## config.mk

```make
export PLATFORM = sky130hd
export DESIGN_NAME = osd_text_writer
export DESIGN_NICKNAME = d
export VERILOG_FILES = /design/src/rtl/osd_pkg.sv /design/src/rtl/osd_cmd_fifo.sv /design/src/rtl/osd_text_writer.sv
export SDC_FILE = /design/constraint.sdc
export NUM_CORES = 1
export LEC_CHECK = 0
export ABC_CLOCK_PERIOD_IN_PS = 3460
export BUFFER_PORTS_ARGS = -buffer_cell sky130_fd_sc_hd__clkbuf_2
export CORE_MARGIN = 4
export CORE_UTILIZATION = 37
export DETAILED_ROUTE_END_ITERATION = 7
export GPL_ROUTABILITY_DRIVEN = 0
export GPL_TIMING_DRIVEN = 0
export MAX_ROUTING_LAYER = met4
export PLACE_DENSITY = 0.67
export SYNTH_ARGS = -nofsm -noshare
export SYNTH_HDL_FRONTEND = slang
export SYNTH_HIERARCHICAL = 1
export SYNTH_SLANG_ARGS = --single-unit
```

## constraint.sdc

```tcl
create_clock -name clk -period 3.46 [get_ports clk]
set_clock_uncertainty 0.2 [all_clocks]
set_input_delay 0.692 -clock clk [delete_from_list [all_inputs] [get_ports clk]]
set_output_delay 0.692 -clock clk [all_outputs]
set_load 0.005 [all_outputs]
```

## src/rtl/osd_pkg.sv

```systemverilog
// Shared constants, state type and ASCII translation for the OSD text writer.
package osd_pkg;

  localparam int OSD_COLS  = 16;
  localparam int OSD_ROWS  = 8;
  localparam int OSD_CELLS = OSD_COLS * OSD_ROWS;
  localparam int ADDR_W    = 7;
  localparam int CODE_W    = 6;

  localparam logic [7:0] CMD_CLEAR   = 8'h01;
  localparam logic [7:0] CMD_HOME    = 8'h02;
  localparam logic [7:0] CMD_NL      = 8'h03;
  localparam logic [7:0] CMD_ON      = 8'h04;
  localparam logic [7:0] CMD_OFF     = 8'h05;
  localparam logic [7:0] CMD_CLR_OVF = 8'h06;
  localparam logic [7:0] ASCII_CR    = 8'h0D;

  typedef enum logic [1:0] {
    IDLE,
    EXEC,
    CLEAR
  } osd_wr_state_t;

  // Lowercase folds onto uppercase; anything outside 0x20-0x7F is bad.
  function automatic logic [CODE_W-1:0] ascii_to_code(
    input logic [7:0]        c,
    input logic [CODE_W-1:0] bad
  );
    logic [7:0] t;
    t = {2'b00, bad};
    if (c >= 8'h20 && c <= 8'h5F) begin
      t = c - 8'h20;
    end else if (c >= 8'h60 && c <= 8'h7F) begin
      t = c - 8'h40;
    end
    return t[CODE_W-1:0];
  endfunction

  function automatic logic [ADDR_W-1:0] next_row(
    input logic [ADDR_W-1:0] cur
  );
    logic [2:0] row;
    row = cur[6:4] + 3'd1;
    return {row, 4'd0};
  endfunction

endpackage

```

## src/rtl/osd_cmd_fifo.sv

```systemverilog
// Host command FIFO: registered full/empty, push accepted on a
// full FIFO when a pop happens in the same cycle.
module osd_cmd_fifo #(
  parameter int WIDTH = 9,
  parameter int DEPTH = 4
) (
  input  logic             clk,
  input  logic             rst,
  input  logic             push,
  input  logic [WIDTH-1:0] din,
  input  logic             pop,
  output logic [WIDTH-1:0] dout,
  output logic             empty,
  output logic             full
);

  localparam int AW = $clog2(DEPTH);

  logic [WIDTH-1:0] mem_q [DEPTH];
  logic [AW-1:0]    wr_ptr_q, wr_ptr_d;
  logic [AW-1:0]    rd_ptr_q, rd_ptr_d;
  logic [AW:0]      count_q, count_d;
  logic             full_q, full_d;
  logic             empty_q, empty_d;
  logic             wr_en, rd_en;

  always_comb begin
    rd_en    = pop & ~empty_q;
    wr_en    = push & (~full_q | rd_en);
    wr_ptr_d = wr_ptr_q + AW'(wr_en);
    rd_ptr_d = rd_ptr_q + AW'(rd_en);
    count_d  = count_q + (AW+1)'(wr_en) - (AW+1)'(rd_en);
    full_d   = (count_d == (AW+1)'(DEPTH));
    empty_d  = (count_d == '0);
  end

  always_ff @(posedge clk or posedge rst) begin
    if (rst) begin
      wr_ptr_q <= '0;
      rd_ptr_q <= '0;
      count_q  <= '0;
      full_q   <= 1'b0;
      empty_q  <= 1'b1;
    end else begin
      wr_ptr_q <= wr_ptr_d;
      rd_ptr_q <= rd_ptr_d;
      count_q  <= count_d;
      full_q   <= full_d;
      empty_q  <= empty_d;
    end
  end

  always_ff @(posedge clk) begin
    if (wr_en) begin
      mem_q[wr_ptr_q] <= din;
    end
  end

  assign dout  = mem_q[rd_ptr_q];
  assign empty = empty_q;
  assign full  = full_q;

endmodule

```

## src/rtl/osd_text_writer.sv

```systemverilog
// Host byte writes to OSD cell writes: ASCII translation, text cursor
// and a 128-cycle screen clear.
module osd_text_writer
  import osd_pkg::*;
#(
  parameter int                FIFO_DEPTH = 4,
  parameter logic [CODE_W-1:0] SPACE_CODE = 6'd0,
  parameter logic [CODE_W-1:0] BAD_CODE   = 6'd31
) (
  input  logic              clk,
  input  logic              rst,
  input  logic              host_wr,
  input  logic              host_addr,
  input  logic [7:0]        host_din,
  output logic              host_full,
  output logic              ovf,
  output logic [CODE_W-1:0] char_data,
  output logic              char_we,
  output logic [ADDR_W-1:0] char_addr,
  output logic [ADDR_W-1:0] cursor,
  output logic              osd_en,
  output logic              busy
);

  localparam logic [ADDR_W-1:0] LAST_CELL = ADDR_W'(OSD_CELLS - 1);

  osd_wr_state_t     st_q, st_d;
  logic [8:0]        cmd_q, cmd_d;
  logic [ADDR_W-1:0] cnt_q, cnt_d;
  logic [ADDR_W-1:0] cursor_q, cursor_d;
  logic              osd_en_q, osd_en_d;
  logic              ovf_q, ovf_d;
  logic              we_q, we_d;
  logic [ADDR_W-1:0] addr_q, addr_d;
  logic [CODE_W-1:0] data_q, data_d;

  logic [8:0] fifo_dout;
  logic       fifo_empty;
  logic       fifo_full;
  logic       pop;
  logic       drop;
  logic       ovf_clr;

  osd_cmd_fifo #(
    .WIDTH (9),
    .DEPTH (FIFO_DEPTH)
  ) u_fifo (
    .clk   (clk),
    .rst   (rst),
    .push  (host_wr),
    .din   ({host_addr, host_din}),
    .pop   (pop),
    .dout  (fifo_dout),
    .empty (fifo_empty),
    .full  (fifo_full)
  );

  // Cell writes are registered one state early so that char_we
  // lines up with the EXEC cycle and with each CLEAR counter value.
  always_comb begin
    st_d     = st_q;
    cmd_d    = cmd_q;
    cnt_d    = cnt_q;
    cursor_d = cursor_q;
    osd_en_d = osd_en_q;
    we_d     = 1'b0;
    addr_d   = addr_q;
    data_d   = data_q;
    pop      = 1'b0;
    ovf_clr  = 1'b0;
    unique case (st_q)
      IDLE: begin
        if (!fifo_empty) begin
          pop   = 1'b1;
          cmd_d = fifo_dout;
          st_d  = EXEC;
          if (!fifo_dout[8] && fifo_dout[7:0] != ASCII_CR) begin
            we_d   = 1'b1;
            addr_d = cursor_q;
            data_d = ascii_to_code(fifo_dout[7:0], BAD_CODE);
          end
        end
      end
      EXEC: begin
        st_d = IDLE;
        if (!cmd_q[8]) begin
          if (cmd_q[7:0] == ASCII_CR) begin
            cursor_d = next_row(cursor_q);
          end else begin
            cursor_d = cursor_q + 7'd1;
          end
        end else if (cmd_q[7]) begin
          cursor_d = cmd_q[6:0];
        end else begin
          case (cmd_q[7:0])
            CMD_CLEAR: begin
              st_d   = CLEAR;
              cnt_d  = '0;
              we_d   = 1'b1;
              addr_d = '0;
              data_d = SPACE_CODE;
            end
            CMD_HOME:    cursor_d = '0;
            CMD_NL:      cursor_d = next_row(cursor_q);
            CMD_ON:      osd_en_d = 1'b1;
            CMD_OFF:     osd_en_d = 1'b0;
            CMD_CLR_OVF: ovf_clr  = 1'b1;
            default:     ;
          endcase
        end
      end
      CLEAR: begin
        if (cnt_q == LAST_CELL) begin
          st_d     = IDLE;
          cursor_d = '0;
        end else begin
          cnt_d  = cnt_q + 7'd1;
          we_d   = 1'b1;
          addr_d = cnt_q + 7'd1;
          data_d = SPACE_CODE;
        end
      end
      default: st_d = IDLE;
    endcase
    drop  = host_wr & fifo_full & ~pop;
    ovf_d = (ovf_q & ~ovf_clr) | drop;
  end

  always_ff @(posedge clk or posedge rst) begin
    if (rst) begin
      st_q     <= IDLE;
      cmd_q    <= '0;
      cnt_q    <= '0;
      cursor_q <= '0;
      osd_en_q <= 1'b0;
      ovf_q    <= 1'b0;
      we_q     <= 1'b0;
      addr_q   <= '0;
      data_q   <= '0;
    end else begin
      st_q     <= st_d;
      cmd_q    <= cmd_d;
      cnt_q    <= cnt_d;
      cursor_q <= cursor_d;
      osd_en_q <= osd_en_d;
      ovf_q    <= ovf_d;
      we_q     <= we_d;
      addr_q   <= addr_d;
      data_q   <= data_d;
    end
  end

  assign host_full = fifo_full;
  assign ovf       = ovf_q;
  assign char_we   = we_q;
  assign char_addr = addr_q;
  assign char_data = data_q;
  assign cursor    = cursor_q;
  assign osd_en    = osd_en_q;
  assign busy      = (st_q != IDLE) | ~fifo_empty;

endmodule

```

# After elaboration in Yosys (flattened, before gate mapping)
# Memory sizes are Yosys's and may differ from the RTL's.
# Index checks and enable logic that the tools add are counted.
word_totals:
  ramBits: 36
  out_inout_bits: 25
  ff_bits: 50
  input_bits: 12
  word_cells: 122
  mem_count: 1
mem_list:
  columns: ["name", "depth", "word_bits", "read_ports", "rd_clocked_by_memory_dff", "write_ports", "line", "rtl"]
  rows:
  - ["u_fifo.mem_q", 4, 9, 1, 0, 1, "osd_cmd_fifo.sv:19", "logic [WIDTH-1:0] mem_q [DEPTH];"]
classes:
  bitwise: 13
  mux: 45
  n_eq_ne: 20
  add_sub_neg: 9
  reduce_logical: 16
  n_lt_le_gt_ge: 4
ops:
  columns: ["op", "count"]
  rows:
  - ["$mux W7", 10]
  - ["$mux W6", 8]
  - ["$pmux W7 S2", 3]
  - ["$eq A8 B3 Y1 const B", 3]
  - ["$pmux W7 S3", 1]
  - ["$pmux W6 S3", 1]
  - ["$eq A8 B2 Y1 const B", 2]
  - ["$le A8 B7 Y1 const B", 2]
  - ["$add A7 B1 Y7 const B", 2]
  - ["$mux W1", 14]
  - ["$ne A2 B2 Y1 const B", 6]
  - ["$mux W2", 5]
  - ["$eq A8 B1 Y1 const B", 1]
  - ["$eq A8 B4 Y1 const B", 1]
  - ["$ge A8 B6 Y1 const B", 1]
  - ["$ge A8 B7 Y1 const B", 1]
  - ["$ne A8 B4 Y1 const B", 1]
  - ["$eq A7 B7 Y1 const B", 1]
  - ["$reduce_and A7 Y1", 1]
  - ["$pmux W2 S3", 1]
  - ["$reduce_bool A2 Y1", 3]
  - ["$sub A6 B1 Y6 const B", 1]
  - ["$sub A6 B6 Y6 const B", 1]
  - ["$and A1 B1 Y1", 5]
  - ["other kinds (22)", 32]

# Depth between registers and ports, before layout
logic_depth:
  ltp_word: 8
  mapped_depth: 15
  depth_no_buf: 14

# By module
# The synthesis kept the hierarchy.
modules_own_cells:
  columns: ["mod", "n_inst", "area_each_um2", "seq_area_each_um2", "cells_per_inst"]
  rows:
  - ["osd_text_writer", 1, 2348.5, 1026.0, 241]
  - ["osd_cmd_fifo", 1, 1749.2, 1307.5, 82]

# Worst setup path after synthesis
# No wires, ideal clock.
synth_path:
  path_kind: "flip-flop to flip-flop"
  from: "register st_q[0]"
  to: "memory u_fifo.mem_q[1][0] (enable)"
  arrival_ns: 3.022
  slack_ns: -0.189
  setup_ns: 0.427
  path_stages_with_launch: 8
  period_less_slack_ns: 3.649
  cell_sequence: "dfrtp_1 -> inv_1 -> ha_1 -> inv_1 -> nor2_1 -> clkbuf_1 -> nand2b_4 -> a2111oi_0"
synth_via:
  elab_chain_cells: 7
synth_lines:
  columns: ["item", "line", "rtl"]
  rows:
  - ["from (decl)", "osd_text_writer.sv:27", "osd_wr_state_t st_q, st_d;"]
  - ["from (signal assigned)", "osd_text_writer.sv:141", "st_q <= st_d;"]
  - ["$logic_not A2 Y1", "osd_text_writer.sv:71", "unique case (st_q)"]
  - ["$mux W1", "osd_text_writer.sv:71", null]
  - ["via pop", "osd_text_writer.sv:40", "logic pop;"]
  - ["$and A1 B1 Y1", "osd_cmd_fifo.sv:28", "rd_en = pop & ~empty_q;"]
  - ["$or A1 B1 Y1", "osd_cmd_fifo.sv:29", "wr_en = push & (~full_q | rd_en);"]
  - ["$and A1 B1 Y1", "osd_cmd_fifo.sv:29", null]
  - ["$mux W1", "osd_cmd_fifo.sv:54", "if (wr_en) begin"]
  - ["$mux W1 (implied by the code)", "osd_cmd_fifo.sv:55", "mem_q[wr_ptr_q] <= din;"]
  - ["to (decl)", "osd_cmd_fifo.sv:19", null]
# The timed path passes the listed nets, and every way through them passes these cells.

# Worst setup path in the final report
layout_path:
  from: "register st_q[0]"
  to: "register u_fifo.full_q (netlist: u_fifo/full)"
layout_via:
  elab_chain_cells: 8
layout_lines:
  columns: ["item", "line", "rtl"]
  rows:
  - ["$logic_not A2 Y1 *", "osd_text_writer.sv:71", null]
  - ["$mux W1 *", "osd_text_writer.sv:71", null]
  - ["via pop", "osd_text_writer.sv:40", null]
  - ["$and A1 B1 Y1 *", "osd_cmd_fifo.sv:28", null]
  - ["$or A1 B1 Y1", "osd_cmd_fifo.sv:29", null]
  - ["$and A1 B1 Y1", "osd_cmd_fifo.sv:29", null]
  - ["$add A3 B1 Y3", "osd_cmd_fifo.sv:32", "count_d = count_q + (AW+1)'(wr_en) - (AW+1)'(rd_en);"]
  - ["$sub A3 B1 Y3 *", "osd_cmd_fifo.sv:32", null]
  - ["via u_fifo.count_d[2]", "osd_cmd_fifo.sv:22", "logic [AW:0] count_q, count_d;"]
  - ["$eq A3 B3 Y1 *", "osd_cmd_fifo.sv:33", "full_d = (count_d == (AW+1)'(DEPTH));"]
  - ["via u_fifo.full_d", "osd_cmd_fifo.sv:23", "logic full_q, full_d;"]
  - ["to (signal assigned)", "osd_cmd_fifo.sv:48", "full_q <= full_d;"]
  - ["to (decl)", "osd_cmd_fifo.sv:23", null]
# The timed path passes the listed nets; every way through them passes the cells marked *.
# A chain may end at the register's enable or synchronous reset.

==> impl_metrics.tcl <==
set metrics [dict create \
    status "completed" \
    numCtsBuffers 9 \
    dieArea_mm2 0.0128 \
    synth-simple-area-share_pct 10.1 \
    synth_seq_area_share_pct 56.9 \
    regToRegSetupSlack_ps 310 \
    cp.required_ps 3520 \
    place_ws_ps 5.93 \
    syn_inst 323 \
    synth_async_sr_flop_share_pct 58.1 \
    tns_ps 0 \
    worst_slack_ps 309 \
    place_area_mm2 0.00449 \
    num_io_pins 37 \
    dp_hpwl_mm 6.10 \
    period_needed_ps 3150 \
    post-route-period-util_pct 91.1 \
    arrival_ps 3210 \
    r2r_cells 15 \
    fp.dieW_um 113 \
    final_nets 398 \
    drt_iter0_drc 167 \
    ys_types 57 \
    clock_path_buffers 2 \
    synth_compound_area_share_pct 12.7 \
    rows 38 \
    wl_per_cell_um 16.1 \
    yosys.area.top_type "dfrtp_1" \
    grt_usage_pct 14.0 \
    fin_util_pct 43.5 \
    synth_xor_area_share_pct 2.50 \
    drive_gt1_share_pct 26.3 \
    vias_per_cell 5.26 \
    p_leak_nw 1.94 \
    grt_pass1_vias 2661 \
    synthFlopType "dfrtp_1" \
    grt_overflow 0 \
    rsz0062_at_grt "no" \
    antenna_cells 0 \
    drt_pre_antenna_iters 5 \
    synth.most_common_cell "dfrtp_1" \
    avgSynthCellArea_um2 12.7 \
    hold_path.class "in2async" \
    io_buffers 36 \
    final_area_mm2 0.00472 \
    synthAdderAreaFrac_pct 4.46 \
    initial_utilization_pct 37.8 \
    end_kind "register" \
    crit_start "st_q[0]" \
    fillCellCount 1034 \
    synth_area_leaders "dfrtp_1 (30%), edfxtp_1 (26%), mux4_2 (4.9%)" \
    synth-edff-count 36 \
    ir_drop_mv 0.382 \
    fmax_ghz 0.317 \
    core_area_mm2 0.0108 \
    rr_startpoint "st_q[0]" \
    crit_end "u_fifo/full" \
    power_density_mw_per_mm2 887 \
    start_kind "register" \
    worst_slew_pin_slew_ps 853 \
    crit_type "reg2reg" \
    drc_errors 0 \
    cts_hold_buf 0 \
    synth_common_cells "dfrtp_1 (49), edfxtp_1 (36), nand2_1 (32)" \
    finalSetupViolations 0 \
    area.growth.synth_to_final_pct 15.2 \
    clkTransAtPathRegs_ps 90 \
    syn-num-nets 349 \
    drv_cap 0 \
    path_max_fanout 10 \
    num_vias 2721 \
    synthDominantCellAreaShare_pct 29.9 \
    synth_seq_cells 86 \
    maxSlewHeadroom_pct 43.1 \
    grt_start_max_net_pins 42 \
    r2r-end "u_fifo/full" \
    die-height_um 113 \
    antenna_left 0 \
    post-cts-setup-buffers 0 \
    worstSkewPairLatency_ps 370 \
    routed_wl_mm 8.35 \
    netlist_area_mm2 0.00410 \
    grt_pass1_wl_mm 13.8 \
    antenna_found_initial 0 \
    cts_tree "done" \
    yosys_warnings 6 \
    root_buffer "clkbuf_8" \
    yosys-mux-area-fraction_pct 9.62 \
    htree_levels 3 \
    drv_slew 0 \
    cts.sinks 86 \
    hold_viol_final 0 \
    synth_top_family_by_area "compound AO/OA/AOI/OAI gates" \
]
-- worst max-delay path, cell delays in order (launching register included) --
cell      delay (ps)
dfrtp_1          440
inv_1            130
ha_1             180
inv_1             80
nor2_2           190
clkbuf_4         260
nand2b_4         100
inv_1            130
o21ai_0          100
ha_1             270
inv_1             60
ha_1             120
inv_1             40
fa_1             360
xor3_1           220
nor3b_2          170
-- worst min path at each step --
stage          cells after the start    startpoint                 end  slack (ps)
2_1_floorplan                      2  char_data[0]        char_data[0]         270
3_3_place_gp                       2  char_data[4]        char_data[4]         270
3_5_place_dp                       2  char_data[4]        char_data[4]         280
4_1_cts                            2           rst   u_fifo/count_q[0]          80
5_1_grt                            2           rst  u_fifo/wr_ptr_q[0]         110
6_report                           2           rst   u_fifo/count_q[0]          80
-- per-stage QoR --
step           cells  total power [W]  hold slack, ps
2_1_floorplan    323          0.00287             273
3_3_place_gp     499          0.00333             273
3_5_place_dp     501          0.00340             279
4_1_cts          517          0.00422            81.8
5_1_grt          517          0.00449             108
6_report         517          0.00419            82.4
-- power by group --
group / internal, W / switching, W
Clock: 0.000419 / 0.000389
Sequential: 0.00139 / 0.000241
Combinational: 0.000800 / 0.000945
Total: 0.00261 / 0.00157
-- final cells by class --
type                            instances  area [um^2]  share of cell area, %
Buffer                                 12         71.3                   1.51
Tap cell                              140          175                   3.71
Inverter                               22         82.6                   1.75
Timing Repair Buffer                   38          195                   4.13
Clock inverter                          7          105                   2.23
Clock buffer                            9          124                   2.62
Multi-Input combinational cell        203         1630                   34.6
Sequential cell                        86         2330                   49.4
-- cell usage in the layout, fill, tap and decap left out, types with 7 or more instances in the layout --
cell type	instances
mux4_2	9
o21ai_0	15
a21oi_1	14
edfxtp_1	36
nor2_1	15
clkbuf_8	9
nand2_1	32
nand3_1	7
dfrtp_1	49
inv_1	21
mux2_2	9
clkbuf_2	36
ha_1	13
-- sequential cells by signal (all words and copies together), names as in the netlist --
register,flops
ovf,1
u_fifo/empty,1
u_fifo/count_q,3
u_fifo/rd_ptr_q,2
char_data,6
osd_en,1
char_addr,7
u_fifo/mem_q,36
cmd_q,9
char_we,1
cursor,7
u_fifo/wr_ptr_q,2
st_q,2
u_fifo/full,1
cnt_q,7
-- metal layers --
layer / wire, um / vias to the layer above / part of all wire, % / GRT usage, %
li1: - / 1306 / - / -
met1: 3700 / 1321 / 44 / 18.0
met2: 4120 / 81 / 49 / 22.2
met3: 386 / 13 / 4.6 / 2.99
met4: 142 / 0 / 1.7 / 4.57
met5: 0 / - / 0 / -
-- cells by family (layout without fill, tap and decap cells) --
kind of cell | count (synthesis) | count (layout)
xor+xnor | 10 | 10
buf+inv | 34 | 88
mux | 24 | 24
fa+ha+maj | 14 | 14
simple gates | 82 | 82
flops | 86 | 86
compound gates | 73 | 73
-- what timing repair did --
action | CTS | global route
resized for setup | 1 | 3
pin swaps | 0 | 0
setup endpoints to repair | 1 | 2
Note: power is estimated with default switching activity, not from simulation.
